--- src/rtl/control_sequencer.sv ---
// -----------------------------------------------------------------------------
// control_sequencer
//   Hardwired control unit for a simple bus-based CPU datapath. It walks the
//   fetch cycle (T0..T2), then one instruction-specific execute sequence
//   (EXEC3..EXEC7), and returns to T0. A halt instruction or a Stop request
//   in T0 parks the block in HALT until clear.
//
// Ports
//   clock      in   system clock, all state changes on the rising edge
//   clear      in   synchronous active-high reset
//   IR[31:0]   in   instruction register; IR[31:27] is the opcode
//   Stop       in   halt request, honoured only while in T0
//   PCout .. ADD    out  datapath strobes, active high
//   Run        out  high while sequencing (T0..EXEC7)
//   Illegal    out  high for the EXEC3 cycle of an undefined opcode
//   State[4:0] out  current state encoding, debug only
//
// Every output is registered and computed from the state being entered, so
// each strobe is stable for the whole state cycle and never glitches.
// -----------------------------------------------------------------------------
module control_sequencer (
  input  logic        clock,
  input  logic        clear,
  input  logic [31:0] IR,
  input  logic        Stop,
  output logic        PCout,
  output logic        PCin,
  output logic        IncPC,
  output logic        MARin,
  output logic        MAR_clear,
  output logic        Read,
  output logic        MD_read,
  output logic        MDRin,
  output logic        MDRout,
  output logic        IRin,
  output logic        Yin,
  output logic        Zlowin,
  output logic        Zlowout,
  output logic        Gra,
  output logic        Grb,
  output logic        Grc,
  output logic        Rin,
  output logic        Rout,
  output logic        BAout,
  output logic        Csignout,
  output logic        ADD,
  output logic        Run,
  output logic        Illegal,
  output logic [4:0]  State
);

  typedef enum logic [4:0] {
    ST_RESET = 5'd0,
    ST_T0    = 5'd1,
    ST_T1    = 5'd2,
    ST_T2    = 5'd3,
    ST_EXEC3 = 5'd4,
    ST_EXEC4 = 5'd5,
    ST_EXEC5 = 5'd6,
    ST_EXEC6 = 5'd7,
    ST_EXEC7 = 5'd8,
    ST_HALT  = 5'd9
  } state_t;

  // Instruction class remembered for the whole execute sequence, so the
  // datapath is free to change IR once it has been sampled.
  typedef enum logic [2:0] {
    OP_LDI,
    OP_LD,
    OP_ADD,
    OP_JR,
    OP_NOP,
    OP_ILL
  } op_t;

  localparam logic [4:0] OPC_LD   = 5'b00000;
  localparam logic [4:0] OPC_LDI  = 5'b00001;
  localparam logic [4:0] OPC_ADD  = 5'b00011;
  localparam logic [4:0] OPC_JR   = 5'b10100;
  localparam logic [4:0] OPC_NOP  = 5'b11010;
  localparam logic [4:0] OPC_HALT = 5'b11011;

  // Bit positions inside the packed output vector.
  localparam int B_PCOUT     = 0;
  localparam int B_PCIN      = 1;
  localparam int B_INCPC     = 2;
  localparam int B_MARIN     = 3;
  localparam int B_MAR_CLEAR = 4;
  localparam int B_READ      = 5;
  localparam int B_MD_READ   = 6;
  localparam int B_MDRIN     = 7;
  localparam int B_MDROUT    = 8;
  localparam int B_IRIN      = 9;
  localparam int B_YIN       = 10;
  localparam int B_ZLOWIN    = 11;
  localparam int B_ZLOWOUT   = 12;
  localparam int B_GRA       = 13;
  localparam int B_GRB       = 14;
  localparam int B_GRC       = 15;
  localparam int B_RIN       = 16;
  localparam int B_ROUT      = 17;
  localparam int B_BAOUT     = 18;
  localparam int B_CSIGNOUT  = 19;
  localparam int B_ADD       = 20;
  localparam int B_RUN       = 21;
  localparam int B_ILLEGAL   = 22;
  localparam int N_OUT       = 23;

  state_t             r_state;
  op_t                r_op;
  logic [N_OUT-1:0]   r_out;

  state_t             w_state_next;
  op_t                w_op_next;
  logic [4:0]         w_opcode;
  logic               w_ir_unused;

  assign w_opcode    = IR[31:27];
  assign w_ir_unused = ^IR[26:0];

  function automatic op_t classify(input logic [4:0] opc);
    op_t c;
    case (opc)
      OPC_LD:  c = OP_LD;
      OPC_LDI: c = OP_LDI;
      OPC_ADD: c = OP_ADD;
      OPC_JR:  c = OP_JR;
      OPC_NOP: c = OP_NOP;
      default: c = OP_ILL;
    endcase
    return c;
  endfunction

  // Output pattern for a given state / instruction class.
  function automatic logic [N_OUT-1:0] decode_outputs(input state_t s, input op_t op);
    logic [N_OUT-1:0] v;
    v = '0;
    case (s)
      ST_RESET: v[B_MAR_CLEAR] = 1'b1;
      ST_T0: begin
        v[B_RUN]    = 1'b1;
        v[B_PCOUT]  = 1'b1;
        v[B_MARIN]  = 1'b1;
        v[B_INCPC]  = 1'b1;
        v[B_ZLOWIN] = 1'b1;
      end
      ST_T1: begin
        v[B_RUN]     = 1'b1;
        v[B_ZLOWOUT] = 1'b1;
        v[B_PCIN]    = 1'b1;
        v[B_READ]    = 1'b1;
        v[B_MD_READ] = 1'b1;
        v[B_MDRIN]   = 1'b1;
      end
      ST_T2: begin
        v[B_RUN]    = 1'b1;
        v[B_MDROUT] = 1'b1;
        v[B_IRIN]   = 1'b1;
      end
      ST_EXEC3: begin
        v[B_RUN] = 1'b1;
        case (op)
          OP_LDI, OP_LD: begin
            v[B_GRB]   = 1'b1;
            v[B_BAOUT] = 1'b1;
            v[B_YIN]   = 1'b1;
          end
          OP_ADD: begin
            v[B_GRB]  = 1'b1;
            v[B_ROUT] = 1'b1;
            v[B_YIN]  = 1'b1;
          end
          OP_JR: begin
            v[B_GRA]  = 1'b1;
            v[B_ROUT] = 1'b1;
            v[B_PCIN] = 1'b1;
          end
          OP_ILL:  v[B_ILLEGAL] = 1'b1;
          default: ;  // nop: idle cycle
        endcase
      end
      ST_EXEC4: begin
        v[B_RUN] = 1'b1;
        if (op == OP_ADD) begin
          v[B_GRC]    = 1'b1;
          v[B_ROUT]   = 1'b1;
          v[B_ADD]    = 1'b1;
          v[B_ZLOWIN] = 1'b1;
        end else begin
          v[B_CSIGNOUT] = 1'b1;
          v[B_ADD]      = 1'b1;
          v[B_ZLOWIN]   = 1'b1;
        end
      end
      ST_EXEC5: begin
        v[B_RUN]     = 1'b1;
        v[B_ZLOWOUT] = 1'b1;
        if (op == OP_LD) begin
          v[B_MARIN] = 1'b1;   // effective address goes to MAR
        end else begin
          v[B_GRA] = 1'b1;
          v[B_RIN] = 1'b1;
        end
      end
      ST_EXEC6: begin
        v[B_RUN]     = 1'b1;
        v[B_READ]    = 1'b1;
        v[B_MD_READ] = 1'b1;
        v[B_MDRIN]   = 1'b1;
      end
      ST_EXEC7: begin
        v[B_RUN]    = 1'b1;
        v[B_MDROUT] = 1'b1;
        v[B_GRA]    = 1'b1;
        v[B_RIN]    = 1'b1;
      end
      default: ;  // HALT: everything low
    endcase
    return v;
  endfunction

  // Next-state logic. The opcode is sampled on the edge that leaves T2,
  // i.e. the instruction must be present on IR by the end of T2.
  always_comb begin
    w_state_next = r_state;
    w_op_next    = r_op;
    case (r_state)
      ST_RESET: w_state_next = ST_T0;
      ST_T0:    w_state_next = Stop ? ST_HALT : ST_T1;
      ST_T1:    w_state_next = ST_T2;
      ST_T2: begin
        if (w_opcode == OPC_HALT) begin
          w_state_next = ST_HALT;
        end else begin
          w_state_next = ST_EXEC3;
          w_op_next    = classify(w_opcode);
        end
      end
      ST_EXEC3: begin
        if (r_op == OP_LDI || r_op == OP_LD || r_op == OP_ADD)
          w_state_next = ST_EXEC4;
        else
          w_state_next = ST_T0;
      end
      ST_EXEC4: w_state_next = ST_EXEC5;
      ST_EXEC5: w_state_next = (r_op == OP_LD) ? ST_EXEC6 : ST_T0;
      ST_EXEC6: w_state_next = ST_EXEC7;
      ST_EXEC7: w_state_next = ST_T0;
      ST_HALT:  w_state_next = ST_HALT;
      default:  w_state_next = ST_RESET;
    endcase
  end

  // Single state register; outputs are registered alongside it from the
  // state being entered so they line up exactly with the state cycle.
  always_ff @(posedge clock) begin
    if (clear) begin
      r_state <= ST_RESET;
      r_op    <= OP_NOP;
      r_out   <= decode_outputs(ST_RESET, OP_NOP);
    end else begin
      r_state <= w_state_next;
      r_op    <= w_op_next;
      r_out   <= decode_outputs(w_state_next, w_op_next);
    end
  end

  assign PCout     = r_out[B_PCOUT];
  assign PCin      = r_out[B_PCIN];
  assign IncPC     = r_out[B_INCPC];
  assign MARin     = r_out[B_MARIN];
  assign MAR_clear = r_out[B_MAR_CLEAR];
  assign Read      = r_out[B_READ];
  assign MD_read   = r_out[B_MD_READ];
  assign MDRin     = r_out[B_MDRIN];
  assign MDRout    = r_out[B_MDROUT];
  assign IRin      = r_out[B_IRIN];
  assign Yin       = r_out[B_YIN];
  assign Zlowin    = r_out[B_ZLOWIN];
  assign Zlowout   = r_out[B_ZLOWOUT];
  assign Gra       = r_out[B_GRA];
  assign Grb       = r_out[B_GRB];
  assign Grc       = r_out[B_GRC];
  assign Rin       = r_out[B_RIN];
  assign Rout      = r_out[B_ROUT];
  assign BAout     = r_out[B_BAOUT];
  assign Csignout  = r_out[B_CSIGNOUT];
  assign ADD       = r_out[B_ADD];
  assign Run       = r_out[B_RUN];
  assign Illegal   = r_out[B_ILLEGAL];
  assign State     = r_state;

endmodule

--- config.mk ---
export PLATFORM = sky130hd
export DESIGN_NAME = control_sequencer
export DESIGN_NICKNAME = d
export VERILOG_FILES = /design/src/rtl/control_sequencer.sv
export SDC_FILE = /design/constraint.sdc
export NUM_CORES = 1
export LEC_CHECK = 0
export CORE_MARGIN = 2
export CORE_UTILIZATION = 38
export CTS_CLUSTER_DIAMETER = 150
export DETAILED_ROUTE_END_ITERATION = 8
export GPL_TIMING_DRIVEN = 0
export HOLD_SLACK_MARGIN = 0.15
export PLACE_DENSITY = 0.79
export RECOVER_POWER = 100
export SLEW_MARGIN = 20
export SYNTH_ARGS = -nofsm -noshare
export SYNTH_HDL_FRONTEND = slang
export SYNTH_SLANG_ARGS = --single-unit
--- constraint.sdc ---
create_clock -name clock -period 2 [get_ports clock]
set_input_delay 0.4 -clock clock [delete_from_list [all_inputs] [get_ports clock]]
set_output_delay 0.4 -clock clock [all_outputs]
set_load 0.05 [all_outputs]
### After elaboration in Yosys (flattened, before gate mapping)

Index checks and enable logic that the tools add are counted.

* word-level logic and storage cells: 85
* output and inout bits: 28
* register bits after elaboration: 31

* multiplexer cells: 32
* reduce and logical (&&, ||, !) cells: 18
* bitwise operators: 2
* equal/unequal tests: 28

Operators by type and width (count)
* $eq 5x3->1 const B: 8
* $pmux 4 s9: 1
* $eq 5x2->1 const B: 5
* $reduce_or 2->1: 9
* $mux 1: 17
* $eq 5x1->1 const B: 3
* $eq 5x4->1 const B: 3
* $eq 5x5->1 const B: 3
* $logic_not 5->1: 3
* $mux 3: 5
* $pmux 3 s5: 1
* $eq 3x2->1 const B: 3
* $mux 4: 2
* $pmux 1 s2: 4
* $reduce_or 8->1: 1
* $eq 3x1->1 const B: 2
* $logic_not 3->1: 2
* $eq 3x3->1 const B: 1
* $pmux 1 s3: 1
* $reduce_or 3->1: 1
* $logic_or 1x1->1: 2
* $mux 2: 1
* $not 1->1: 2

### Longest topological paths before layout

Gate-level depths: netlist (run 1).

* word-level depth: 8
* depth in mapped cells: 6
* mapped depth without buffers: 5

### Least setup slack after synthesis (run 1)

OpenSTA, ideal clock, no wires.

* kind: reg-to-reg
* start: register r_state[0] (netlist: State[0])
* end: register r_out[16]
* setup time: 0.122 ns
* slack: 0.055 ns
* period minus slack after synthesis: 1.945 ns
* path buffers: 0
* data arrival time: 1.823 ns
* cell stages (with the launch flop): 6
* path through: dfxtp_1 > nand4bb_4 > a311o_1 > o21ai_4 > nand2_2 > o311a_1

* word-level cells in the longest chain between the ends: 5

RTL lines
* from (decl): line 109 `state_t r_state;`
* from (signal assigned): line 262 `r_state <= w_state_next;`
* $eq 5x4->1, or another cell as far along: line 227 `case (r_state)`
* $reduce_or 2->1 (no source line) / $mux 3 (equally long branches)
* $pmux 4 s9 / $eq 3x1->1 (equally long branches): line 227, 198
* $eq 5x4->1, or another cell as far along: line 138 `case (s)`
* $pmux 1 s2 *: line 138
* to (signal assigned): line 260 `r_out <= decode_outputs(ST_RESET, OP_NOP);`
* to (signal assigned): line 264 `r_out <= decode_outputs(w_state_next, w_op_next);`
* to (decl): line 111 `logic [N_OUT-1:0] r_out;`

Every way passes the cells marked *; elsewhere a longest branch is shown, timed or not.
A chain may end at the register's enable or synchronous reset.

==> key figures, run 1 <==
Outcome
  – Outcome: completed

STA
  – Final worst path period need: 1.95 ns
  – Final Setup Violations: 0
  – Final worst slack: 0.0515 ns
  – Slew Viols, Final: 0
  – Worst Skew: 0.00374 ns
  – Period utilization: 97.4%
  – Peak Freq: 513 MHz
  – Final hold viol count: 0
  – Worst slew margin: 60.5%
  – Unrepaired setup endpoints after global routing: false
  – Measured slew at the worst slew-check pin: 0.594 ns

Setup path
  – Startpoint class of the critical path: flop
  – CP Data Arrival Time: 1.55 ns
  – Crit. End Element: output port
  – Peak fanout along the critical path: 2
  – CP Data Required Time: 1.60 ns
  – Worst-case reg-to-reg path depth: 6
  – Critical path class: reg2out

Placed design
  – IO buf count: 33
  – Hpwl dp: 2020 microns
  – Final GP Congestion: 0.883
  – DP Cell Count: 193
  – Placed Instance Area: 1540 sq um
  – Dpl ws: -0.341 ns

Power and ir drop
  – LEAKAGE: 0.670 nW
  – PD cells: 681 nW/um^2
  – Gate power share: 24.1%
  – Clock group share of total power: 24.4%
  – VDD IR-drop max: 0.000364 V
  – Net Sw Power: 0.342 mW
  – Sw Ratio: 31.7%
  – Reg power frac: 51.6%
  – Int Pwr: 0.738 mW
  – Design Power: 1.08 mW

Floorplan
  – Die area: 3520 sq um
  – Chip Width: 59.3 microns
  – Top Ports: 63
  – Die height: 59.3 microns
  – Core Area: 2980 sq um
  – Initial Util: 39.1%
  – Row count: 20

Synth
  – Synth Flop Type: dfxtp_1
  – Sequential share of the synthesized area: 44.7%
  – Main combinational cell family by area after synthesis: simple AND/OR/NAND/NOR gates
  – Post-synthesis mux area share: 0%
  – Syn nets: 162
  – Avg Inst Size Synth: 9.16 sq um
  – Post-synthesis cell type count: 44
  – Post-synth EDFFs: 0
  – Mapped cell area: 1160 sq um
  – Cells after synthesis: 127
  – Syn. warnings: 0
  – Post-Synth Simple-Gate Area: 28.1%
  – XOR/XNOR share of the synthesized area: 0%
  – FFs w/ async S/R, synth: 0%
  – Adder-Cell Fraction of Synth Area: 0%
  – Seq cells post-synth: 26
  – Post-synthesis compound-gate area fraction: 21.3%

Finish
  – Ant diodes: 0
  – Area Growth Syn to Fin: 36.2%
  – Fill cell count: 281
  – Fin cells: 197
  – # nets final: 200
  – Post-route cell area: 1590 sq um
  – Commonest non-fill, non-tap cell in the layout: dfxtp_1
  – Most frequent cells in the layout: dfxtp_1, dlygate4sd3_1, nor2_1, a21oi_1, nand2_1
  – Share of cells above drive strength 1: 13.4%

Global route
  – First-pass GRT wire length: 4540 microns
  – GRT Total Usage: 16.7%
  – Largest net degree at the start of global routing: 15
  – Initial antenna violation count: 0
  – Vias in the first global route: 990
  – Total congestion overflow: 0

Clocking
  – Root buffer cell: clkbuf_4
  – Clk buf depth: 2
  – Clock latency on the worst-skew pair: 0.32 ns
  – CTS tree: built
  – H-tree depth: 1
  – Register clock-pin slew on the reported worst setup and hold paths: 0.14 ns
  – Cts bufs inserted: 3
  – Sink Count: 26

Min path
  – Min-Delay Path Class: in2reg
  – Hold path cells: 2

Route
  – DR DRC count: 0
  – Drt via density: 5.47
  – Router iterations before antenna repair: 4
  – WL per Instance: 14.4 microns
  – Final ANT Viol Nets: 0
  – DRT iter0 DRCs: 34
  – Vias: 1077
  – WL final: 2850 microns

Flow run
  – Max cap viols: 0
registers in the layout, indices dropped and copies added (netlist names):
name / count
r_out: 19
r_op: 3
State: 4
final timing paths:
kind                                 from         to  slack, ns
worst max-delay path            r_out[14]        Yin       0.05
worst min-delay path                clear   r_out[1]       0.50
worst max register to register   State[2]  r_out[16]       0.18
worst min register to register    r_op[0]   r_out[7]       0.60
synthesized netlist by cell type (2+ instances only):
cell type	number	area, sq um
a21o_1	2	15.0
nand2_1	8	30.0
buf_4	5	37.5
nand2b_1	5	31.3
and2_1	2	12.5
nor4b_1	2	17.5
nand4bb_1	2	22.5
o21ai_0	3	15.0
o21a_1	3	22.5
clkbuf_1	3	11.3
a21oi_1	13	65.1
nor2b_1	3	18.8
dfxtp_1	26	521
a2bb2oi_1	2	17.5
inv_1	3	11.3
nor2_1	16	60.1
nor3_1	2	10.0
area by class of cell:
| cell class | instances | area [sq um] | share of cell area [%] |
|---|---|---|---|
| Buffer | 9 | 53.8 | 3.39 |
| Clock buffer | 4 | 36.3 | 2.29 |
| Inverter | 3 | 11.3 | 0.710 |
| Multi-Input combinational cell | 89 | 602 | 38.0 |
| Sequential cell | 26 | 520 | 32.8 |
| Tap cell | 33 | 41.3 | 2.60 |
| Timing Repair Buffer | 33 | 320 | 20.2 |
per-stage QoR:
stage	utilization [%]	hold slack, ns	TNS, ns
after floorplan	-	0.517	0
after global placement	51.6	0.577	-1.63
after detailed placement	51.6	0.553	-2.94
after CTS	52.8	0.496	0
after global routing	53.2	0.546	0
final	53.2	0.499	0
kinds of logic after synthesis:
group           count (synthesis)
simple gates                   54
compound gates                 34
buf+inv                        12
other cells                     1
flops                          26
critical path, cell delays in order (launching register included):
cell             delay [ns]
dfxtp_1                0.35
buf_4                  0.10
clkdlybuf4s50_1        0.78
power groups by stage:
| stage | combinational (mW) | sequential (mW) | clock (mW) |
|---|---|---|---|
| floorplan | 0.107 | 0.639 | 0 |
| global placement | 0.257 | 0.569 | 0 |
| detailed placement | 0.264 | 0.569 | 0 |
| CTS | 0.262 | 0.558 | 0.266 |
| global route | 0.277 | 0.561 | 0.283 |
| finish | 0.260 | 0.557 | 0.263 |
metal layers:
metal | GRT usage, % | routed length, microns | up-vias
met3 | 2.40 | 133 | 4
li1 | - | - | 523
met2 | 29.5 | 1460 | 37
met1 | 20.9 | 1230 | 513
met4 | 4.87 | 30 | 0
met5 | 0 | 0 | -
what timing repair did:
action / in CTS / in global routing
setup buffers: 0 / 0
cloned: 0 / 0
endpoints found under the setup margin: 5 / 9
hold buffers: 0 / 0
pin swaps: 0 / 1
resized for setup: 5 / 9
No activity file was read; power rests on OpenSTA's default activity.
==> inputs of run 2 (changes only) <==
Settings changed: CORE_UTILIZATION 38 to 35, PLACE_DENSITY 0.79 to 0.73.
==> run 2 against run 1 <==
Sequential share of layout area fell by 0.36 points. Sequential power about the same. Clock-buffer cell count fell by 1. Register-to-register slack lost 0.06 ns. Critical path depth increased by 4. Combinational power shrank 3%. Setup slack worse by 0.018 ns. Utilization decreased by 1.6 points. Largest power group unchanged. Highest routed layer unchanged.
==> key figures, run 2 (synthesis gave the netlist of run 1 again) <==
Setup path
  – Reg2Reg Launch Point: State[2]
  – CP Data Arrival Time: 2.19 ns (+0.64 ns)
  – Critical path class: in2reg
  – Internal reg-to-reg setup slack: 0.12 ns (-0.06 ns)
  – Peak fanout along the critical path: 6 (+4)
  – Startpoint class of the critical path: primary input
  – Buffers plus inverters on the worst setup path: 1 (-1)
  – Worst R2R End: r_out[16]
  – Worst-case reg-to-reg path depth: 6 (unchanged)
  – CP Data Required Time: 2.22 ns (+0.62 ns)
  – CP max-delay cell: clkdlybuf4s50_1
  – Worst-path cell chain: clkdlybuf4s50_1 > or3_1 > a311o_1 > o21ai_4 > nand2_1 > o311a_1
  – Crit. End Element: flop
  – Slowest Stage Delay on Critical Path: 0.47 ns (-0.31 ns)
  – Critical path's top delay family: compound AO/OA/AOI/OAI gates

STA
  – Hold_ws: 0.461 ns (-0.0384 ns)
  – Final Setup Violations: 0 (unchanged)
  – Final worst path period need: 1.97 ns (+0.0185 ns)
  – Final hold viol count: 0 (unchanged)
  – Measured slew at the worst slew-check pin: 0.597 ns (+0.00312 ns)
  – Peak Freq: 508 MHz (-0.94%)
  – Slew Viols, Final: 0 (unchanged)
  – Final worst slack: 0.0330 ns (-0.0185 ns)
  – Worst slew margin: 60.3% (-0.21 points)
  – Period utilization: 98.3% (+0.92 points)
  – Worst Skew: 0.00851 ns (+0.00476 ns)

Global route
  – GRT Total Usage: 15.0% (-1.7 points)
  – Vias in the first global route: 954 (-3.6%)
  – Total congestion overflow: 0 (unchanged)
  – Initial antenna violation count: 0 (unchanged)
  – First-pass GRT wire length: 4280 microns (-5.8%)
  – Largest net degree at the start of global routing: 16 (+1)

Clocking
  – Clock latency on the worst-skew pair: 0.33 ns (about the same)
  – Post-CTS Hold Buffers: 0 (unchanged)
  – Root buffer cell: clkbuf_4
  – Setup Buffers After CTS: 0 (unchanged)
  – Register clock-pin slew on the reported worst setup and hold paths: 0.14 ns (about the same)
  – Clk buf depth: 2 (unchanged)
  – H-tree depth: 1 (unchanged)
  – CTS tree: built
  – Cts bufs inserted: 3 (unchanged)
  – Sink Count: 26 (unchanged)

Finish
  – Most frequent cells in the layout: dfxtp_1, nor2_1, dlygate4sd3_1, a21oi_1
  – Largest register FFs: 19 (unchanged)
  – Commonest non-fill, non-tap cell in the layout: dfxtp_1
  – Share of cells above drive strength 1: 11.6% (-1.8 points)
  – Area Growth Syn to Fin: 37.7%
  – Ant diodes: 0 (unchanged)
  – Top reg by flops: r_out
  – # nets final: 200 (unchanged)

Floorplan
  – Die height: 61.7 microns (+3.9%)
  – Chip Width: 61.7 microns (+3.9%)
  – Core Area: 3100 sq um (+4.2%)
  – Initial Util: 37.5% (-1.6 points)
  – Top Ports: 63 (unchanged)
  – Die area: 3800 sq um (+8.0%)
  – Row count: 20 (unchanged)

Route
  – DR DRC count: 0 (unchanged)
  – Final ANT Viol Nets: 0 (unchanged)
  – WL final: 2740 microns (-3.7%)
  – WL per Instance: 13.2 microns (-8.7%)
  – Drt via density: 5.09 (-6.9%)
  – Vias: 1059 (-1.7%)
  – Router iterations before antenna repair: 4 (unchanged)
  – DRT iter0 DRCs: 40 (+18%)

Power and ir drop
  – LEAKAGE: 0.670 nW (-0.12%)
  – PD cells: 731 nW/um^2 (+7.2%)
  – VDD IR-drop max: 0.000556 V (+53%)

Placed design
  – IO buf count: 33 (unchanged)
  – Hpwl dp: 2050 microns (+1.6%)
  – Final GP Congestion: 0.831 (-5.8%)
  – Dpl ws: -0.327 ns (+0.0139 ns)

Outcome
  – Outcome: completed

Min path
  – Worst Hold End: r_out[1]
  – Min-Delay Path Class: in2reg
  – Hold path cells: 2 (unchanged)
  – Hold path startpoint: clear

Flow run
  – Max cap viols: 0 (unchanged)
run 2: what timing repair did:
| action | 4_1_cts | 5_1_grt |
|---|---|---|
| endpoints found under the setup margin | 5 | 7 |
| pin swaps | 0 | 2 |
| gates resized for setup | 5 | 6 |
run 2: metrics by stage:
step	cells	area (sq um)	setup TNS (ns)	utilization, %	power, mW
floorplan	127	1160	0	-	0.746
global placement	204	1550	-1.63	49.9	0.828
detailed placement	204	1550	-2.24	49.9	0.833
CTS	208	1600	0	51.4	1.18
global route	208	1600	-0.00260	51.7	1.21
finish	208	1600	0	51.7	1.17
run 2: area by class of cell:
cell class                 instances  area [sq um]
tap                               44          55.1
fill                             300          1500
multi-input combinational         89           584
clock buffer                       3          22.5
inverter                           3          11.3
buffer                             9          53.8
clock inverter                     1          30.0
sequential                        26           520
timing repair buffer              33           325
run 2: worst reg2reg max path, stage by stage, from the launching register on:
cell and delay (ns):
dfxtp_1 0.33, buf_2 0.17, nand4bb_4 0.26, a311o_1 0.43
o21ai_4 0.12, nand2_1 0.13, o311a_1 0.35
run 2: power breakdown:
group / switching (mW) / total (mW) / leakage, nW / internal [mW]
combinational: 0.167 / 0.252 / 0.430 / 0.0850
sequential: 0.0177 / 0.558 / 0.212 / 0.540
clock: 0.158 / 0.361 / 0.0279 / 0.203
total: 0.343 / 1.17 / 0.670 / 0.828
run 2: how the worst max path moves through the flow:
stage | slack (ns) | from | cells after the start | endpoint
floorplan | 0.06 | State[0] | 5 | r_out[16]
global placement | -0.29 | IR[28] | 6 | r_out[16]
detailed placement | -0.33 | IR[29] | 6 | r_out[16]
CTS | 0.03 | IR[29] | 6 | r_out[16]
global route | -0.003 | IR[28] | 6 | r_out[16]
finish | 0.03 | IR[28] | 6 | r_out[16]
run 2: metal layers:
| metal | track usage [%] | share of wire (%) |
|---|---|---|
| met2 | 25.3 | 50 |
| met5 | 0 | 0 |
| met3 | 5.25 | 6.8 |
| met4 | 1.82 | 0.66 |
| met1 | 19.0 | 43 |
==> inputs of run 3 (changes only) <==
Settings changed: CORE_UTILIZATION 35 to 38, PLACE_DENSITY 0.73 to not set, PLACE_DENSITY_LB_ADDON set to 0.25, SLEW_MARGIN 20 to not set.
==> run 3 against run 2 <==
Clock-buffer cell count unchanged. Clock skew down 0.0031 ns. Utilization up 1.1 points. Sequential share of layout area up 0.65 points. Total power up 0.20%. Die area down 7.4%. Via count down 1.0%. Critical path type unchanged. First-iteration DRC count down 20%. Combinational power up 2%.
==> key figures, run 3 (synthesis gave the netlist of run 1 again) <==
Global route
  – GRT Total Usage: 16.2% (+1.2 points)
  – Vias in the first global route: 938 (-1.7%)
  – Initial antenna violation count: 0 (unchanged)
  – Largest net degree at the start of global routing: 16 (unchanged)
  – First-pass GRT wire length: 4300 microns (+0.47%)
  – Total congestion overflow: 0 (unchanged)

Power and ir drop
  – PD cells: 747 nW/um^2 (+2.2%)
  – VDD IR-drop max: 0.000363 V (-35%)
  – LEAKAGE: 0.602 nW (-10%)

Floorplan
  – Row count: 20 (unchanged)
  – Top Ports: 63 (unchanged)
  – Die height: 59.3 microns (-3.8%)
  – Initial Util: 39.1% (+1.6 points)
  – Core Area: 2980 sq um (-4.0%)
  – Chip Width: 59.3 microns (-3.8%)
  – Die area: 3520 sq um (-7.4%)

Finish
  – Most frequent cells in the layout: dfxtp_1, clkdlybuf4s50_1, nor2_1, a21oi_1, nand2_1
  – Fin cells: 197 (-5.3%)
  – Commonest non-fill, non-tap cell in the layout: dfxtp_1
  – Share of cells above drive strength 1: 11.6% (unchanged)
  – Ant diodes: 0 (unchanged)
  – Largest register FFs: 19 (unchanged)
  – Area Growth Syn to Fin: 35.1%
  – # nets final: 200 (unchanged)
  – Top reg by flops: r_out
  – Fill cell count: 275 (-8.3%)

Clocking
  – H-tree depth: 1 (unchanged)
  – Cts bufs inserted: 3 (unchanged)
  – CTS tree: built
  – Sink Count: 26 (unchanged)
  – Clk buf depth: 2 (unchanged)
  – Clock latency on the worst-skew pair: 0.32 ns (about the same)
  – Post-CTS Hold Buffers: 0 (unchanged)
  – Root buffer cell: clkbuf_4
  – Setup Buffers After CTS: 0 (unchanged)
  – Register clock-pin slew on the reported worst setup and hold paths: 0.14 ns (about the same)

STA
  – Worst slew margin: 59.9% (-0.40 points)
  – Final hold viol count: 0 (unchanged)
  – Peak Freq: 507 MHz (-0.36%)
  – Unrepaired setup endpoints after global routing: true
  – Slew Viols, Final: 0 (unchanged)
  – Period utilization: 98.7% (+0.35 points)
  – Final Setup Violations: 0 (unchanged)
  – Worst Skew: 0.00540 ns (-0.00311 ns)
  – Setup tns final: 0 ns (unchanged)
  – Measured slew at the worst slew-check pin: 0.604 ns (+0.00608 ns)
  – Final worst path period need: 1.97 ns (+0.00708 ns)

Placed design
  – DP Cell Count: 193 (-5.4%)
  – IO buf count: 33 (unchanged)
  – Final GP Congestion: 0.873 (+5.0%)
  – Hpwl dp: 1930 microns (-5.6%)

Route
  – DR DRC count: 0 (unchanged)
  – WL per Instance: 13.4 microns (+2.0%)
  – DRT iter0 DRCs: 32 (-20%)
  – Router iterations before antenna repair: 4 (unchanged)
  – WL final: 2650 microns (-3.4%)
  – Vias: 1048 (-1.0%)
  – Drt via density: 5.32 (+4.5%)
  – Final ANT Viol Nets: 0 (unchanged)

Setup path
  – Peak fanout along the critical path: 6 (unchanged)
  – Critical path class: in2reg
  – CP Data Required Time: 2.23 ns (about the same)
  – CP Data Arrival Time: 2.20 ns (about the same)
  – Crit path launch: IR[29]
  – Crit. End Element: flop
  – Reg2Reg Launch Point: State[2]
  – Startpoint class of the critical path: primary input

Outcome
  – Outcome: completed

Min path
  – Hold path startpoint: clear
  – Min-Delay Path Class: in2reg

Flow run
  – Max cap viols: 0 (unchanged)
## run 3: path summary, 6_finish.rpt
path	cells after the start	slack, ns	end
max	6	0.03	r_out[16]
min	2	0.53	r_out[1]
max reg2reg	6	0.17	r_out[16]
min reg2reg	2	0.61	r_out[7]
## run 3: worst max-delay path, stage by stage
cell,delay (ns)
clkdlybuf4s50_1,0.48
or3_1,0.37
a311o_1,0.40
o21ai_4,0.12
nand2_2,0.08
o311a_1,0.34
## run 3: where the power goes
part,internal [mW],switching [mW],leakage (nW),total [mW]
logic,0.0887,0.167,0.362,0.256
clock network,0.203,0.157,0.0279,0.359
registers,0.540,0.0180,0.212,0.558
total,0.832,0.342,0.602,1.17
## run 3: what timing repair did
action,4_1_cts,5_1_grt
endpoints found under the hold margin,0,0
resized for setup,5,3
setup endpoints to repair,5,7
## run 3: area by class of cell
cell class,instances,area (sq um),area share (%)
clock inverters,1,30.0,1.91
inverters,3,11.3,0.717
well taps,33,41.3,2.63
plain buffers,9,53.8,3.42
flip-flops and latches,26,520,33.1
repair buffers,33,314,20.0
clock buffers,3,22.5,1.43
multi-input cells,89,578,36.8
## run 3: routing by layer
metal	track usage, %	up-vias	share of wire [%]
li1	-	517	-
met4	6.82	0	1.6
met1	20.5	486	47
met3	2.84	5	5.6
met2	26.8	40	46
met5	0	-	0
## run 3: stage by stage
step	setup WS (ns)	power, mW	hold WS (ns)	cell area (sq um)	util, %
after floorplan	0.0552	0.746	0.517	1160	-
after global placement	-0.307	0.830	0.583	1540	51.6
after detailed placement	-0.312	0.832	0.571	1540	51.6
after CTS	0.00665	1.19	0.509	1580	53.1
after global routing	-0.0436	1.22	0.530	1570	52.8
final	0.0259	1.17	0.534	1570	52.8
